File: src/rtl/xorshift_pkg.sv
// Shared constants for the xorshift stream generator: seed-spreading constant,
// FSM state encoding and per-width shift triplet lookup.
package xorshift_pkg;

   localparam logic [63:0] GOLDEN = 64'h9E3779B97F4A7C15;

   typedef enum logic [1:0] {
      ST_LOAD = 2'd0,
      ST_WARM = 2'd1,
      ST_RUN  = 2'd2
   } state_t;

   typedef struct packed {
      int a;
      int b;
      int c;
   } triplet_t;

   // Full-period shift triplets; anything other than 16/64 falls back to 32.
   function automatic triplet_t triplet(input int width);
      triplet_t t;
      case (width)
         16:      t = '{a: 7,  b: 9,  c: 8};
         64:      t = '{a: 13, b: 7,  c: 17};
         default: t = '{a: 13, b: 17, c: 5};
      endcase
      return t;
   endfunction

endpackage

File: src/rtl/xorshift_step.sv
// One xorshift iteration, purely combinational: x ^= x<<a; x ^= x>>b; x ^= x<<c.
module xorshift_step
   import xorshift_pkg::*;
#(
   parameter int WIDTH = 32
) (
   input  logic [WIDTH-1:0] x,
   output logic [WIDTH-1:0] y
);

   localparam triplet_t T = triplet(WIDTH);

   logic [WIDTH-1:0] t1;
   logic [WIDTH-1:0] t2;

   always_comb begin
      t1 = x  ^ (x  << T.a);
      t2 = t1 ^ (t1 >> T.b);
      y  = t2 ^ (t2 << T.c);
   end

endmodule

File: src/rtl/xorshift_stream.sv
// Multi-channel xorshift word-set source with seeding, warm-up discard and a
// valid/ready output stage that holds its word set while stalled.
//
// state   | meaning
// --------+---------------------------------------------------------------
// ST_LOAD | channel registers take their seeds, warm-up timer takes WARMUP
// ST_WARM | all channels step each cycle, timer counts down, output invalid
// ST_RUN  | word set valid; channels step only on a handshake
module xorshift_stream
   import xorshift_pkg::*;
#(
   parameter int               WIDTH    = 32,
   parameter int               CHANNELS = 1,
   parameter int               WARMUP   = 4,
   parameter logic [WIDTH-1:0] SEED     = WIDTH'(1)
) (
   input  logic                      clk,
   input  logic                      reset,
   input  logic                      seed_load,
   input  logic [WIDTH-1:0]          seed,
   input  logic                      out_ready,
   output logic                      out_valid,
   output logic [CHANNELS*WIDTH-1:0] out_data,
   output logic                      busy
);

   state_t                    state_q;
   state_t                    state_d;
   logic [WIDTH-1:0]          base_q;
   logic [7:0]                cnt_q;
   logic                      cnt_tc;
   logic                      load_x;
   logic                      step_x;
   logic [CHANNELS*WIDTH-1:0] x_flat;

   assign cnt_tc = (cnt_q <= 8'd1);
   assign load_x = (state_q == ST_LOAD);
   assign step_x = !seed_load &&
                   ((state_q == ST_WARM) || ((state_q == ST_RUN) && out_ready));

   always_ff @(posedge clk) begin
      if (reset) begin
         base_q <= SEED;
      end else if (seed_load) begin
         base_q <= seed;
      end
   end

   always_ff @(posedge clk) begin
      if (reset) begin
         cnt_q <= 8'd0;
      end else if (state_q == ST_LOAD) begin
         cnt_q <= 8'(WARMUP);
      end else if ((state_q == ST_WARM) && (cnt_q != 8'd0)) begin
         cnt_q <= cnt_q - 8'd1;
      end
   end

   for (genvar k = 0; k < CHANNELS; k++) begin : g_ch
      localparam logic [63:0]      OFS     = GOLDEN * 64'(k);
      localparam logic [WIDTH-1:0] RST_MIX = SEED ^ OFS[WIDTH-1:0];
      localparam logic [WIDTH-1:0] RST_X   = (RST_MIX == '0) ? WIDTH'(1) : RST_MIX;

      logic [WIDTH-1:0] mixed;
      logic [WIDTH-1:0] ch_seed;
      logic [WIDTH-1:0] x_r;
      logic [WIDTH-1:0] x_nxt;

      // Zero is the one fixed point of xorshift, so it is never allowed in.
      assign mixed   = base_q ^ OFS[WIDTH-1:0];
      assign ch_seed = (mixed == '0) ? WIDTH'(1) : mixed;

      xorshift_step #(.WIDTH(WIDTH)) u_step (
         .x (x_r),
         .y (x_nxt)
      );

      always_ff @(posedge clk) begin
         if (reset) begin
            x_r <= RST_X;
         end else if (load_x) begin
            x_r <= ch_seed;
         end else if (step_x) begin
            x_r <= x_nxt;
         end
      end

      assign x_flat[k*WIDTH +: WIDTH] = x_r;
   end

   always_ff @(posedge clk) begin
      if (reset) begin
         state_q <= ST_LOAD;
      end else begin
         state_q <= state_d;
      end
   end

   always_comb begin
      state_d = state_q;
      if (seed_load) begin
         state_d = ST_LOAD;
      end else begin
         case (state_q)
            ST_LOAD: state_d = (WARMUP > 0) ? ST_WARM : ST_RUN;
            ST_WARM: if (cnt_tc) state_d = ST_RUN;
            ST_RUN:  state_d = ST_RUN;
            default: state_d = ST_LOAD;
         endcase
      end
   end

   // Outputs decode registered state only, so out_ready never reaches them.
   always_comb begin
      out_valid = 1'b0;
      busy      = 1'b0;
      out_data  = '0;
      case (state_q)
         ST_LOAD, ST_WARM: busy = 1'b1;
         ST_RUN: begin
            out_valid = 1'b1;
            out_data  = x_flat;
         end
         default: busy = 1'b1;
      endcase
   end

endmodule

File: config.mk
export PLATFORM = sky130hd
export DESIGN_NAME = xorshift_stream
export DESIGN_NICKNAME = d
export VERILOG_FILES = /design/src/rtl/xorshift_pkg.sv /design/src/rtl/xorshift_step.sv /design/src/rtl/xorshift_stream.sv
export SDC_FILE = /design/constraint.sdc
export NUM_CORES = 1
export LEC_CHECK = 0
export CORE_ASPECT_RATIO = 0.7
export CORE_MARGIN = 2
export CORE_UTILIZATION = 30
export CTS_CLUSTER_DIAMETER = 30
export DETAILED_ROUTE_END_ITERATION = 12
export SYNTH_ARGS = -nofsm -noshare
export SYNTH_HDL_FRONTEND = slang
export SYNTH_HIERARCHICAL = 1
export SYNTH_SLANG_ARGS = --single-unit
File: constraint.sdc
create_clock -name clk -period 2 [get_ports clk]
set_input_delay 0.4 -clock clk [delete_from_list [all_inputs] [get_ports clk]]
set_output_delay 0.4 -clock clk [all_outputs]
set_load 0.01 [all_outputs]
==> metrics, run 1 <==
outcome complete, no violations; Mean Syn Cell Area around 9.9 sq um; first-pass GRT wire length between 15000 and 20000 microns; post-synthesis simple-gate area fraction 15.9%; vias between 3000 and 4000; Initial Util 31.1%; Crit Path Max Fanout 20; min cycle time layout 1.94 ns; # IOs 70; mux cell area share after synthesis 15.5%; Layout Cells excl Fill 676; first drt pass iteration count 4; Layout Skew between 0.006 and 0.007 ns; Mapped Nets about 460; DP Cell Count 660; dpl cell area slightly above 5000 sq um; Pwr Total about 4.6 mW; die extent in y approximately 100 microns; area leader, netlist dfxtp_1; Initial DRC Count about 330; Worst Setup Path Type register to primary output; Synth Area in Adders under 10%; Yosys cell types 37; Placement Rows 35; DR WL/cell around 17 microns; Antenna diodes 0; main area contributors after synthesis dfxtp_1 (36%), mux2i_1 (15%), xnor2_1 (6.4%), nor2_1 (6.2%), a211oi_1 (5.8%); Synth top area share between 30% and 40%; setup ws final ~0.061 ns; Sink Count 74; GRT overflow 0; CTS buffer count 9; Synth Area in XOR/XNOR between 15 and 20%; Syn Std Cell Area between 4000 and 5000 sq um; crit end category primary output; fin area 5390 sq um; share of cells above drive strength 1 under 10%; GP Congestion between 0.8 and 0.9; #FFs+latches synth 74; vias in the first global route 3149; worst-path cell chain inv_2, ha_4, buf_12, and2_1, dlygate4sd2_1; post-synthesis async set-or-reset flop share 0%; pre-CTS setup slack -0.0560 ns; quantity of hold-fixing buffers added after cts 0; post-synthesis compound-gate area fraction ~8.7%; post-CTS setup buffer count 0; Worst Path Required ~1.6 ns; Root Driver clkbuf_16; TritonCTS clock tree built; GRT Util Overall between 10% and 20%; Worst-Margin Slew between 0.5 and 0.6 ns; Syn Inst Count around 420; clk slew on worst S/H paths roughly 0.060 ns; largest net degree at the start of global routing between 50 and 60; Final setup violation count 0; slowest stage cell, crit path dfxtp_2; Final ANT Viol Nets 0; Die Width between 100 and 150 microns; final worst-path cycle share between 90% and 100%; Max VDD drop about 0.48 mV; Pleak approximately 2.5 nW; Slew HR between 50% and 60%; Post-synth EDFFs 0; post-DP HPWL around 8500 microns; Clock Path Buffers 2; Top FF cell, synth dfxtp_1; Area growth syn-to-layout 30.4%; nets 528; max-cap violation count 0; # H-tree levels 3; Final Hold Viols 0; CP Launch Type register; Synth Warn # 6; arrival time at the worst endpoint around 1.5 ns; count leader, synth dfxtp_1; Skew-Pair Late Insertion Delay 0.34 ns; RSZ-0062 raised after global routing no; initial antenna violation count 1; worst stage delay on the critical path roughly 0.35 ns; final WL ~11000 microns; Hold/Removal Path Class primary input to register; number of vias per cell approximately 4.8; cell family with most CP delay buffers and inverters; final core utilization about two fifths; FMAX around 520 MHz; main combinational cell family by area after synthesis XOR/XNOR gates; Power Dens Cells 852 nW/um^2; Seq/Total Area, Yosys approximately 36%; I/O Buffers 69; core footprint 13300 sq um; drc violations 0; pins over their slew limit 0; Critical path buffers and inverters 3; most frequent cells after synthesis dfxtp_1 (74), nor2_1 (68), mux2i_1 (64), a211oi_1 (32), and2_1 (32); die area about 15000 sq um
## kinds of logic (layout without fill, tap and decap cells)
kind of cell	count (synthesis)	count (layout)
simple gates	132	132
flops	74	74
mux	64	64
xor+xnor	61	61
compound gates	48	48
buf+inv	32	106
fa+ha+maj	6	6
## through the flow
step,hold slack (ns),TNS (ns)
6_report,0.446,0
5_1_grt,0.473,0
4_1_cts,0.447,0
3_5_place_dp,0.496,-0.558
3_3_place_gp,0.484,-0.0265
2_1_floorplan,0.461,0
## registers in the layout, summed over array words and instances (netlist names)
| signal | count |
|---|---|
| cnt_q | 8 |
| g_ch.x_r | 32 |
| base_q | 32 |
| state_q | 2 |
## metal layers
metal	wire (microns)	track usage, %
met2	4490	21.7
met1	5690	24.1
met3	924	3.56
met5	0	0
met4	173	5.08
## path summary, 6_finish.rpt
check,slack (ns),from,depth (start not counted),endpoint
setup / recovery,0.06,state_q[0],5,out_data[16]
setup reg to reg,0.13,cnt_q[0],6,cnt_q[7]
hold reg to reg,0.50,base_q[26],2,base_q[26]
hold / removal,0.45,reset,2,base_q[24]
## cell usage in the layout (no fill, tap or decap), types with 3 or more instances in the layout
cell / n
or3_1: 3
buf_4: 11
clkdlybuf4s50_1: 33
nand2_1: 5
xnor2_1: 30
xnor3_1: 8
o21ai_0: 3
nor3_1: 3
dfxtp_1: 71
a21oi_1: 8
xor2_1: 13
dfxtp_2: 3
and2_1: 32
nor4_1: 8
mux2i_1: 64
ha_1: 4
xor3_1: 9
nor2_1: 68
dlygate4sd2_1: 33
a211oi_1: 32
clkbuf_16: 9
inv_1: 5
## timing repair
item,in CTS,in global routing
pin swaps,0,1
endpoints found under the hold margin,0,0
endpoints found under the setup margin,34,4
gates resized for setup,39,3
## layout make-up
cell class | instances | area, sq um
Fill cell | 1349 | 7920
Multi-Input combinational cell | 311 | 2540
Sequential cell | 74 | 1490
Timing Repair Buffer | 83 | 776
Clock buffer | 10 | 239
Tap cell | 185 | 231
Clock inverter | 6 | 90.1
Inverter | 7 | 26.3
## where the power goes
group,total [mW],switching (mW),internal [mW]
clock network,1.79,0.661,1.13
registers,1.71,0.134,1.58
logic,1.09,0.477,0.616
(Power assumes the default switching activity.)
==> inputs of run 2 (changes only) <==
SYNTH_HIERARCHICAL = unset   (was 1)
clock period = 2.16 ns   (was 2 ns; I/O delays follow)
==> run 2 against run 1 <==
Largest power group is now sequential cells. Die area rose by 4.9%. Core utilization decreased by 1.6 points. Synthesized cell count up 8.6%. Via count grew 7.5%. Sequential power shrank 6%. Critical endpoint is now busy. Flip-flop and latch count is the same. Critical path type unchanged.
==> metrics, run 2 <==
fin area 5470 sq um (+1.4%); final worst-path cycle share between 90% and 100%; fillers 1454 (+7.8%); #FFs+latches synth 74 (unchanged); Crit Path Max Fanout 27 (+35%); area leader, netlist dfxtp_1; Mean Syn Cell Area 9.60 sq um (-3.3%); die area 15500 sq um (+4.9%); Initial Util 30.9% (-0.14 points); # H-tree levels 3 (unchanged); initial antenna violation count 0 (-1); pins over their slew limit 0 (unchanged); Mapped Nets 495 (+7.8%); beginning of the critical path state_q[0]; Max VDD drop 0.383 mV (-19%); Multi-input gate area 2660 sq um (+4.4%); biggest registers after layout base_q x32, g_ch.x_r x32, cnt_q x8; Slew HR 59.0% (-0.87 points); Synth Warn # 0 (-6); storage element area 1480 sq um (-0.17%); Area growth syn-to-layout 25.8%; commonest cells after routing, fill and taps aside dfxtp_1 (73), nor2_1 (58), clkdlybuf4s50_1 (35), mux2i_1 (33), dlygate4sd2_1 (32); Skew-Pair Late Insertion Delay 0.34 ns (about the same); vias 3499 (+7.5%); main area contributors after synthesis dfxtp_1 (34%), xnor3_1 (10%), mux2i_1 (7.6%), xnor2_1 (6.0%), nor2_1 (5.0%); post-DP HPWL 9230 microns (+9.1%); Worst Path Required 1.73 ns (+0.13 ns); clk slew on worst S/H paths 0.06 ns (about the same); RSZ-0062 raised after global routing no; number of vias per cell 4.99 (+3.7%); dpl cell area 5230 sq um (+2.9%); worst reg2reg setup slack 0.23 ns (+0.10 ns); Hold/Removal Path Class register to register; setup TNS 0 ns (unchanged); Final ANT Viol Nets 0 (unchanged); Syn Std Cell Area 4350 sq um (+5.1%); Synth top area share 34.1% (-1.7 points); final core utilization 38.9% (-1.6 points); vias in the first global route 3392 (+7.7%); crit end category primary output; GRT overflow 0 (unchanged); Yosys cell types 50 (+35%); Pwr Total 3.92 mW (-15%); Initial DRC Count 279 (-15%); Final Hold Viols 0 (unchanged); GRT Util Overall 16.1% (+0.30 points); DR WL/cell 17.4 microns (+4.4%); Die Width 148 microns (+2.4%); CTS buffer count 9 (unchanged); Final setup violation count 0 (unchanged); Placement Rows 36 (+2.9%); most frequent cells after synthesis dfxtp_1 (74), nor2_1 (58), mux2i_1 (33), and2_1 (31), xnor2_1 (30); share of cells above drive strength 1 9.39% (-0.38 points); commonest non-fill, non-tap cell in the layout dfxtp_1; first-pass GRT wire length 19100 microns (+9.7%); Power Dens Cells 717 nW/um^2 (-16%); FMAX 485 MHz; CP Launch Type register; Worst-Margin Slew 0.610 ns (+0.0118 ns); Pleak 2.30 nW (-8.7%); TritonCTS clock tree built; Top FF cell, synth dfxtp_1; Root Driver clkbuf_16; nets 548 (+3.8%); GP Congestion 0.837 (-1.0%); count leader, synth dfxtp_1; Syn Inst Count 453 (+8.6%); Sink Count 74 (unchanged); outcome complete, no violations; Layout Skew 0.00393 ns (-0.00293 ns); die extent in y 105 microns (+2.4%); Worst Setup Path Type register to primary output; arrival time at the worst endpoint 1.63 ns (+0.09 ns); post-synthesis async set-or-reset flop share 0% (unchanged); min cycle time layout 2.06 ns; # IOs 70 (unchanged); worst r2r src g_ch[0].x_r[17]; max-cap violation count 0 (unchanged); Antenna diodes 0 (unchanged); Clock Path Buffers 2 (unchanged); first drt pass iteration count 5 (+1); largest net degree at the start of global routing 56 (+3.7%); final WL 12200 microns (+8.3%); Hold Startpoint cnt_q[5]; Seq/Total Area, Yosys 34.1% (-1.7 points); Post-synth EDFFs 0 (unchanged); I/O Buffers 69 (unchanged); drc violations 0 (unchanged); core footprint 14100 sq um (+5.6%)
[run 2: cell types whose count changed after synthesis, sizes merged, moves of 6 or more]
cell and change:
xnor3 +13, o21ai +24, nor3 +14, a211oi -15, xor2 -6, or3 +12, mux2i -31, buf +14
nor2 -10, a31oi +9
[run 2: path summary, 6_finish.rpt]
kind	cells past startpoint	to
setup / recovery	5	busy
hold / removal	2	cnt_q[5]
setup reg to reg	4	g_ch[0].x_r[18]
hold reg to reg	2	cnt_q[5]
[run 2: cell families (layout without fill, tap and decap cells)]
kind of cell    Yosys count  count (layout)  share of synthesized area, %
simple gates            150             150                          18.0
buf+inv                  50             108                          5.07
fa+ha+maj                 6               6                          1.73
flops                    74              74                          34.1
mux                      33              33                          7.60
xor+xnor                 65              65                          21.9
compound gates           75              75                          11.6
[run 2: area by class of cell]
class | count | area share [%]
clock buffers | 9 | 4.12
clock inverters | 7 | 0.824
inverters | 8 | 0.549
multi-input cells | 329 | 48.6
flip-flops and latches | 74 | 27.1
well taps | 190 | 4.35
repair buffers | 84 | 14.5
[run 2: through the flow]
stage,setup WS (ns),instances,hold slack [ns]
CTS,0.0424,701,0.506
finish,0.0971,701,0.502
floorplan,0.269,453,0.465
global route,0.0383,701,0.538
detailed placement,-0.0268,685,0.497
global placement,-0.0107,685,0.476
[run 2: metal layers]
| metal | wire length [microns] | vias up | GRT usage [%] | part of all wire [%] |
|---|---|---|---|---|
| met5 | 0 | - | 0 | 0 |
| met4 | 156 | 0 | 4.90 | 1.3 |
| met3 | 944 | 16 | 3.84 | 7.7 |
| met2 | 4940 | 128 | 21.9 | 40 |
| met1 | 6170 | 1655 | 24.7 | 51 |
| li1 | - | 1700 | - | - |
[run 2: power by group]
part / internal [mW] / leakage, nW / switching (mW)
logic: 0.522 / 1.55 / 0.407
clock network: 0.774 / 0.135 / 0.606
registers: 1.46 / 0.609 / 0.150
total: 2.76 / 2.30 / 1.16
[run 2: critical path: stages (launching register included)]
cell and delay (ns):
dfxtp_2 0.35, inv_2 0.06, ha_4 0.17, buf_12 0.15, inv_1 0.05, clkdlybuf4s50_1 0.52
[run 2: timing repair]
action | in CTS | in global routing
setup endpoints to repair | 34 | 1
buffers inserted | 0 | 0
hold buffers | 0 | 0
resized for setup | 35 | 1
==> inputs of run 3 (changes only) <==
ABC_CLOCK_PERIOD_IN_PS = 2160   (was unset)
CTS_CLUSTER_DIAMETER = 100   (was 30)
==> results of run 3 <==
Same layout as run 2: the final DEF is identical, and so are final timing and power.
